File: src/rtl/rom_tx_ctrl.sv
// Baud-paced sequencer that frames each ROM word as start, 4 data bits LSB-first, stop.
// Drives the ROM address and bit index for the existing ROM and display logic.
module rom_tx_ctrl #(
  parameter int unsigned CLK_DIV   = 4,
  parameter logic [3:0]  LAST_ADDR = 4'd15
) (
  input  logic       clk,
  input  logic       clr,
  input  logic       start,
  input  logic       abort,
  input  logic [3:0] rom_data,
  output logic [3:0] nom,
  output logic [1:0] bit_idx,
  output logic       tx,
  output logic       busy,
  output logic       done,
  output logic       bit_tick
);

  typedef enum logic [1:0] {
    IDLE,
    START,
    DATA,
    STOP
  } state_e;

  localparam logic [7:0] DIV_MAX = 8'(CLK_DIV - 1);

  state_e     state_q, state_d;
  logic [7:0] div_q, div_d;
  logic [3:0] nom_q, nom_d;
  logic [1:0] bit_q, bit_d;
  logic       tx_q, tx_d;
  logic       busy_q, busy_d;
  logic       done_q, done_d;
  logic       tick;
  logic [1:0] nxt_bit;

  assign tick    = (state_q != IDLE) && (div_q == DIV_MAX);
  assign nxt_bit = bit_q + 2'd1;

  always_comb begin
    state_d = state_q;
    div_d   = div_q;
    nom_d   = nom_q;
    bit_d   = bit_q;
    tx_d    = tx_q;
    busy_d  = busy_q;
    done_d  = 1'b0;

    if (state_q != IDLE) begin
      div_d = tick ? 8'd0 : div_q + 8'd1;
    end

    unique case (state_q)
      IDLE: begin
        if (start && !abort) begin
          state_d = START;
          nom_d   = 4'd0;
          bit_d   = 2'd0;
          tx_d    = 1'b0;
          busy_d  = 1'b1;
          div_d   = 8'd0;
        end
      end
      START: begin
        if (tick) begin
          state_d = DATA;
          bit_d   = 2'd0;
          tx_d    = rom_data[0];
        end
      end
      DATA: begin
        if (tick) begin
          if (bit_q != 2'd3) begin
            bit_d = nxt_bit;
            tx_d  = rom_data[nxt_bit];
          end else begin
            state_d = STOP;
            bit_d   = 2'd0;
            tx_d    = 1'b1;
          end
        end
      end
      STOP: begin
        if (tick) begin
          if (nom_q == LAST_ADDR) begin
            state_d = IDLE;
            busy_d  = 1'b0;
            done_d  = 1'b1;
            nom_d   = 4'd0;
          end else begin
            state_d = START;
            nom_d   = nom_q + 4'd1;
            tx_d    = 1'b0;
          end
        end
      end
      default: state_d = IDLE;
    endcase

    // Abort beats every other transition, including the final stop tick.
    if (state_q != IDLE && abort) begin
      state_d = IDLE;
      div_d   = 8'd0;
      nom_d   = 4'd0;
      bit_d   = 2'd0;
      tx_d    = 1'b1;
      busy_d  = 1'b0;
      done_d  = 1'b0;
    end
  end

  always_ff @(posedge clk) begin
    if (!clr) begin
      state_q <= IDLE;
      div_q   <= 8'd0;
      nom_q   <= 4'd0;
      bit_q   <= 2'd0;
      tx_q    <= 1'b1;
      busy_q  <= 1'b0;
      done_q  <= 1'b0;
    end else begin
      state_q <= state_d;
      div_q   <= div_d;
      nom_q   <= nom_d;
      bit_q   <= bit_d;
      tx_q    <= tx_d;
      busy_q  <= busy_d;
      done_q  <= done_d;
    end
  end

  assign nom      = nom_q;
  assign bit_idx  = bit_q;
  assign tx       = tx_q;
  assign busy     = busy_q;
  assign done     = done_q;
  assign bit_tick = tick;

endmodule

File: config.mk
export PLATFORM = sky130hd
export DESIGN_NAME = rom_tx_ctrl
export DESIGN_NICKNAME = d
export VERILOG_FILES = /design/src/rtl/rom_tx_ctrl.sv
export SDC_FILE = /design/constraint.sdc
export NUM_CORES = 1
export LEC_CHECK = 0
export CAP_MARGIN = 20
export CORE_MARGIN = 1.5
export CORE_UTILIZATION = 50
export CTS_CLUSTER_DIAMETER = 60
export DETAILED_ROUTE_END_ITERATION = 12
export DONT_BUFFER_PORTS = 1
export PLACE_DENSITY_LB_ADDON = 0.3
export RECOVER_POWER = 50
export REMOVE_ABC_BUFFERS = 1
export SETUP_SLACK_MARGIN = 0.15
export SYNTH_ARGS = -nofsm -noshare
export SYNTH_HDL_FRONTEND = slang
export SYNTH_SLANG_ARGS = --single-unit
File: constraint.sdc
create_clock -name clk -period 2.8 [get_ports clk]
set_input_delay 0.42 -clock clk [delete_from_list [all_inputs] [get_ports clk]]
set_output_delay 0.42 -clock clk [all_outputs]
set_load 0.005 [all_outputs]
**Word-level counts from Yosys, hierarchy flattened**

Cells that the tools add are included.

- Register bits: 19
- Bits of input ports: 8
- Output and inout port bits: 10
- Word-level logic and storage cells: 76

- Add/subtract/negate cells: 3
- $lt $le $gt $ge: 1
- Equality and inequality tests: 13
- Mux-type cells: 34
- Bitwise gates (word level): 3
- Reduce and logical (&&, ||, !) cells: 15

Operator list:

| operator | number |
|---|---|
| $mux W8 | 4 |
| $mux W2 | 9 |
| $ne A2 B2 Y1 const B | 8 |
| $mux W1 | 12 |
| $mux W4 | 3 |
| $reduce_and A5 Y1 | 2 |
| $add A8 B1 Y8 const B | 1 |
| $eq A8 B2 Y1 const B | 1 |
| $pmux W2 S4 | 1 |
| $pmux W4 S2 | 1 |
| $reduce_and A4 Y1 | 2 |
| $pmux W2 S3 | 1 |
| $add A4 B1 Y4 const B | 1 |
| $eq A2 B2 Y1 const B | 2 |
| $eq A4 B4 Y1 const B | 1 |
| $pmux W1 S4 | 1 |
| $reduce_bool A2 Y1 | 2 |
| $reduce_or A4 Y1 | 1 |
| $logic_and A1 B1 Y1 | 3 |
| $lt A2 B3 Y1 const B | 1 |
| $not A1 Y1 | 3 |
| $reduce_and A3 Y1 | 1 |
| $reduce_bool A3 Y1 | 1 |
| $add A2 B1 Y2 const B | 1 |
| 6 further kinds | 6 |

**Depth between registers and ports, before layout**

Gate-level depths: netlist (run 1).

- Word-level depth: 6
- Mapped depth: 7
- Depth with buffers taken out: 6

**Worst setup path before layout (run 1)**

OpenSTA, ideal clock, no wires.

- Path type: register to register
- Start point: reg state_q[0]
- End point: reg tx_q (netlist: tx)
- Library setup time: 122 ps
- Arrival: 1,734 ps
- Required time: 2,678 ps
- Setup slack: 944 ps
- Stages on the path, launching flop included: 7
- Clock period less this slack: 1,856 ps
- Cells stage by stage: dfxtp_1 -> inv_1 -> ha_1 -> nor4b_4 -> a21oi_2 -> o311a_1 -> a311o_1

- Cells in the longest elaborated chain, start to end: 4
- Elaborated cells between the ends (all ways): 15

RTL lines:

| what | RTL line | source |
|---|---|---|
| from (decl) | 29 | `state_e state_q, state_d;` |
| from (signal assigned) | 124 | `state_q <= state_d;` |
| $reduce_bool A2 Y1 | 39, 103 |  |
| $logic_and A1 B1 Y1 | 39 | `assign tick = (state_q != IDLE) && (div_q == DIV_MAX);` |
| $ne A2 B2 Y1 (no line) | - |  |
| $reduce_and A5 Y1 (no line) | - |  |
| to (signal assigned) | 128 | `tx_q <= tx_d;` |
| to (decl) | 33 | `logic tx_q, tx_d;` |

Parallel ways exist; a longest one is shown, timed or not.
A chain may end at the register's enable or synchronous reset.

**Final worst setup path (run 1)**

Ends and elaborated chain as after synthesis.

==> impl_metrics.py, run 1 <==
metrics = {
    "yosys": {
        "synth_largest_type_area_fraction_pct": 34.6,
        "yosysUniqueCellTypes": 42,
        "syn_inst": 120,
        "synth_seq_cells": 19,
        "synth_top_flop_cell": "dfxtp_1",
        "ys_seq_area_share_pct": 34.6,
        "synthTopCellsByArea": "dfxtp_1 35%, ha_1 9.1%, xor2_1 4.0%",
        "synth.avg_cell_area_sq_um": 9.15,
        "synth_top_cell_by_area": "dfxtp_1",
        "syn-cell-area_sq_um": 1100,
        "async_flop_share_pct": 0,
        "yosys_warnings": 0,
        "synth_edf_count": 0,
    },
    "final_layout": {
        "area_growth_pct": 4.67,
        "antenna_cells": 0,
        "drive_gt1_share_pct": 9.02,
        "fin_nets": 139,
    },
    "route": {
        "num_vias": 929,
        "firstDrtPassIters": 4,
        "wire_per_inst_um": 15.3,
        "drtIter0Drc": 25,
        "dr_wl_met3_um": 135,
        "wl_met2_um": 1070,
        "drt-total-wl_um": 2280,
        "highest_layer": "met4",
        "route.detailed.drc": 0,
        "drt-met1-wl_um": 1020,
        "antenna_left": 0,
        "via_per_inst": 6.23,
    },
    "setup_path": {
        "reg2reg_to": "tx$_SDFFE_PP1P_",
        "critPathMaxFanout": 13,
        "rrSetupSlack_ns": 0.42,
        "worst_setup_path_end_kind": "register",
        "critical_path_arrival_ns": 2.57,
        "crit_required_ns": 2.99,
        "r2r_cells": 6,
        "cp-start-kind": "register",
        "r2r-start": "state_q[0]$_SDFFE_PP0P_",
        "critPathKind": "reg -> reg",
    },
    "clock_tree": {
        "h-tree-depth": 1,
        "cts_made_buffers": 3,
        "root_buffer": "clkbuf_4",
        "clock_latency_ns": 0.31,
        "clockBufferDepth": 2,
        "cts_setup_buffers": 0,
        "cts_sinks": 19,
        "post_cts_resized": 0,
        "clk_pin_slew_ns": 0.11,
        "cts_tree": "yes",
        "hold_buffers": 0,
    },
    "hold_path": {
        "min-delay-start": "start",
        "holdPathEnd": "busy$_SDFFE_PP0P_",
        "hold_path_class": "in -> reg",
        "hold_depth": 2,
    },
    "status": {
        "outcome": "finished, final reports clean",
    },
    "floorplanning": {
        "num_rows": 16,
        "die-area_sq_um": 2490,
        "core-area_sq_um": 2020,
        "io_pins": 18,
        "dieWidth_um": 49.9,
        "die_h_um": 49.9,
        "start_util_pct": 54.3,
    },
    "timing": {
        "fin_crit_sh_pct": 84.8,
        "period_minus_slack_ns": 2.38,
        "finalSetupViolCount": 0,
        "setup_slack_ns": 0.425,
        "tightest_slew_ns": 0.741,
        "tns_ns": 0,
        "hold_violations": 0,
        "max_freq_mhz": 421,
        "rsz0062_at_grt": "no",
        "slew_violations": 0,
        "fin_worst_skew_ns": 0.0120,
        "max_slew_margin_pct": 50.3,
    },
    "global_routing": {
        "grt_max_degree": 14,
        "grt_usage_pct": 20.1,
        "antenna_found_initial": 0,
        "grt_pass1_vias": 902,
        "grt-ovfl-total": 0,
        "grt_first_pass_wirelength_um": 3930,
    },
    "place": {
        "pre_cts_ws_ns": 0.483,
        "port_buffers": 0,
        "routabilityCongestion": 0.853,
        "dp_hpwl_um": 1740,
    },
    "power": {
        "p_leak_nw": 0.432,
        "power_density_nw_per_um2": 680,
        "peakVddDrop_uv": 531,
    },
    "run": {
        "maxCapViolCount": 0,
    },
}
## metrics by stage
stage / util (%) / cells / power (mW) / cell area [sq um] / hold slack (ns)
detailed placement: 55.6 / 145 / 0.642 / 1120 / 0.509
global placement: 55.6 / 145 / 0.633 / 1120 / 0.510
CTS: 56.9 / 149 / 0.782 / 1150 / 0.332
global route: 56.9 / 149 / 0.844 / 1150 / 0.328
floorplan: - / 118 / 0.577 / 1090 / 0.477
finish: 56.9 / 149 / 0.782 / 1150 / 0.334
## cells in the mapped netlist (all sizes together), types with 2 or more instances
cell type	count
nand3	8
o21ai	4
nor2b	2
nand3b	3
and2	2
xor2	5
nand4	4
nor3	4
nor2	10
nand2b	2
nand4bb	2
o31ai	4
ha	8
nand2	8
dfxtp	19
inv	4
a21oi	9
## metal layers
metal	up-vias	global-route usage, %
met5	-	0
met4	0	8.33
met3	5	3.94
met2	23	33.6
met1	449	25.0
li1	452	-
## where the power goes
part           total, mW  leakage [nW]  internal (mW)  switching (mW)
sequential         0.332         0.154          0.299          0.0328
combinational      0.310         0.263          0.113           0.197
clock              0.140        0.0150         0.0556          0.0842
total              0.782         0.432          0.468           0.314
## how the worst max path moves through the flow
stage / startpoint / endpoint / slack (ns) / cells after the start
final: state_q[0]$_SDFFE_PP0P_ / tx$_SDFFE_PP1P_ / 0.42 / 6
after global routing: state_q[0]$_SDFFE_PP0P_ / tx$_SDFFE_PP1P_ / 0.18 / 6
after CTS: state_q[0]$_SDFFE_PP0P_ / nom[3]$_SDFFE_PP0P_ / 0.46 / 6
after detailed placement: state_q[0]$_SDFFE_PP0P_ / nom[3]$_SDFFE_PP0P_ / 0.48 / 6
after global placement: state_q[0]$_SDFFE_PP0P_ / div_q[6]$_SDFF_PP0_ / 0.62 / 6
after floorplan: state_q[0]$_SDFFE_PP0P_ / tx$_SDFFE_PP1P_ / 0.84 / 6
## placed cells by master (no fill, tap or decap), drive strengths merged, types with 2 or more instances in the layout
cell type	Yosys	layout
inv	4	4
o31ai	4	4
nor3	4	4
a21oi	9	9
xor2	5	5
o21ai	4	4
nand4	4	4
nand3	8	8
nor2	10	10
nand3b	3	3
and2	2	2
nor2b	2	2
nand2	8	8
dfxtp	19	19
ha	8	8
nand2b	2	2
clkbuf	1	4
nand4bb	2	2
## layout make-up
type                    instances  area (sq um)
inverters                       4          15.0
multi-input cells              95           694
well taps                      27          33.8
clock buffers                   4          26.3
fillers                       178           872
flip-flops and latches         19           380
## cells by family after synthesis
group / synth area share, %
adder cells (fa/ha/maj): 9.11
XOR/XNOR: 4.78
flip-flops: 34.6
AND/OR/NAND/NOR: 27.8
buffers and inverters: 2.16
multiplexers: 3.99
AO/OA/AOI/OAI: 17.5
## state kept, by name (all words and copies together) (netlist names)
name,cells
nom,4
div_q,8
busy,1
state_q,2
tx,1
bit_idx,2
done,1
## critical path, cell delays in order, from the launching register on
cell and delay [ns]:
dfxtp_1 0.36, inv_1 0.13, ha_1 0.49, inv_1 0.21, a21oi_1 0.56, o31ai_1 0.16
a311o_1 0.36
(Power assumes the default switching activity.)
==> run 2, diff against run 1 <==
- clock period: 2.8 -> 2.28 ns (I/O delays scaled with it)
==> run 2 against run 1 <==
Against the previous run: utilization up 2.0 points; die area unchanged; clock skew down 0.0086 ns; fmax up 18%; worst hold slack worse by 0.071 ns; combinational power up 38%; routed wire length up 6.3%; sequential cell count unchanged; critical path type unchanged.
==> impl_metrics.py, run 2 (synthesized netlist as in run 1, its figures left out) <==
metrics = {
    "status": {
        "outcome": "finished, final reports clean",
    },
    "timing": {
        "finalSetupViolCount": 0,
        "fin_worst_skew_ns": 0.00341,
        "hold_violations": 0,
        "max_slew_margin_pct": 75.4,
        "max_freq_mhz": 498,
        "setup_slack_ns": 0.271,
        "tns_ns": 0,
        "holdWs_ns": 0.263,
        "slew_violations": 0,
        "period_minus_slack_ns": 2.01,
        "tightest_slew_ns": 0.367,
        "rsz0062_at_grt": "no",
        "fin_crit_sh_pct": 88.1,
    },
    "route": {
        "drtIter0Drc": 28,
        "wire_per_inst_um": 15.8,
        "antenna_left": 0,
        "firstDrtPassIters": 4,
        "drt-total-wl_um": 2420,
        "route.detailed.drc": 0,
        "num_vias": 963,
        "via_per_inst": 6.29,
    },
    "setup_path": {
        "crit_required_ns": 2.49,
        "critical_path_arrival_ns": 2.22,
        "cp-start-kind": "register",
        "critPathMaxFanout": 5,
        "worst_setup_path_end_kind": "register",
        "critPathKind": "reg -> reg",
    },
    "floorplanning": {
        "start_util_pct": 54.3,
        "num_rows": 16,
        "dieWidth_um": 49.9,
        "core-area_sq_um": 2020,
        "io_pins": 18,
        "die_h_um": 49.9,
        "die-area_sq_um": 2490,
    },
    "place": {
        "port_buffers": 0,
        "routabilityCongestion": 0.815,
        "pre_cts_ws_ns": 0.184,
        "dpl.cell_count": 148,
        "dp_hpwl_um": 1770,
        "dpl-instance-area_sq_um": 1150,
    },
    "final_layout": {
        "design_area_sq_um": 1190,
        "regMostFlops": "div_q",
        "layout_commonest_cell": "dfxtp_1",
        "multiInputGateArea_sq_um": 702,
        "final_cell_mix": "17 x dfxtp_1, 10 x nor2_1, 8 x nand3_1, 8 x nand2_1",
        "post-route-util_pct": 58.9,
        "area_growth_pct": 8.43,
        "drive_gt1_share_pct": 15.9,
        "nFillCells": 193,
        "largest_register_ffs": 8,
        "layout.cells.non_filler": 153,
        "fin_nets": 143,
        "antenna_cells": 0,
        "regArea_sq_um": 383,
    },
    "global_routing": {
        "grt-ovfl-total": 0,
        "grt_usage_pct": 21.5,
        "grt_max_degree": 12,
        "grt_first_pass_wirelength_um": 4050,
        "antenna_found_initial": 0,
        "grt_pass1_vias": 917,
    },
    "clock_tree": {
        "clk_pin_slew_ns": 0.11,
        "clock_latency_ns": 0.31,
        "cts_made_buffers": 3,
        "cts_sinks": 19,
        "root_buffer": "clkbuf_4",
        "h-tree-depth": 1,
        "cts_tree": "yes",
        "clockBufferDepth": 2,
    },
    "power": {
        "finalPower_mw": 1.02,
        "p_leak_nw": 0.455,
        "peakVddDrop_uv": 431,
        "power_density_nw_per_um2": 855,
    },
    "hold_path": {
        "hold_path_class": "in -> reg",
    },
    "run": {
        "maxCapViolCount": 0,
    },
}
==> run 2: repair_timing <==
action | 4_1_cts | 5_1_grt
cloned | 0 | 0
gates resized for setup | 2 | 4
hold buffers | 0 | 0
pin swaps | 1 | 1
buffers inserted | 1 | 0
setup endpoints to repair | 1 | 7
==> run 2: cell type report <==
type	instances	share of cell area, %
Multi-Input combinational cell	95	58.9
Sequential cell	19	32.1
Tap cell	27	2.84
Timing Repair Buffer	4	2.52
Clock buffer	3	1.89
Inverter	4	1.26
Clock inverter	1	0.420
==> run 2: metal layers <==
| layer | part of all wire, % | GRT usage [%] | up-vias |
|---|---|---|---|
| li1 | - | - | 460 |
| met3 | 7.1 | 3.64 | 5 |
| met1 | 44 | 27.3 | 460 |
| met2 | 47 | 35.6 | 38 |
| met5 | 0 | 0 | - |
| met4 | 1.9 | 9.72 | 0 |
==> run 2: power breakdown <==
part	internal, mW	switching, mW
Combinational	0.166	0.262
Sequential	0.370	0.0449
Clock	0.0656	0.110
Total	0.602	0.417
==> run 2: worst paths after layout <==
path | cells after the start | end | slack [ns] | start
worst max-delay path | 6 | tx$_SDFFE_PP1P_ | 0.27 | state_q[0]$_SDFFE_PP0P_
worst min-delay path | 2 | busy$_SDFFE_PP0P_ | 0.26 | start
worst max register to register | 6 | tx$_SDFFE_PP1P_ | 0.27 | state_q[0]$_SDFFE_PP0P_
worst min register to register | 2 | bit_idx[1]$_SDFFE_PP0P_ | 0.51 | bit_idx[1]$_SDFFE_PP0P_
==> run 2: worst max-delay path, cell delays in order, from the launching register on <==
cell     delay (ns)
dfxtp_2        0.38
inv_1          0.10
ha_2           0.24
nor4b_4        0.35
a21oi_1        0.21
o311a_1        0.33
a311o_1        0.31
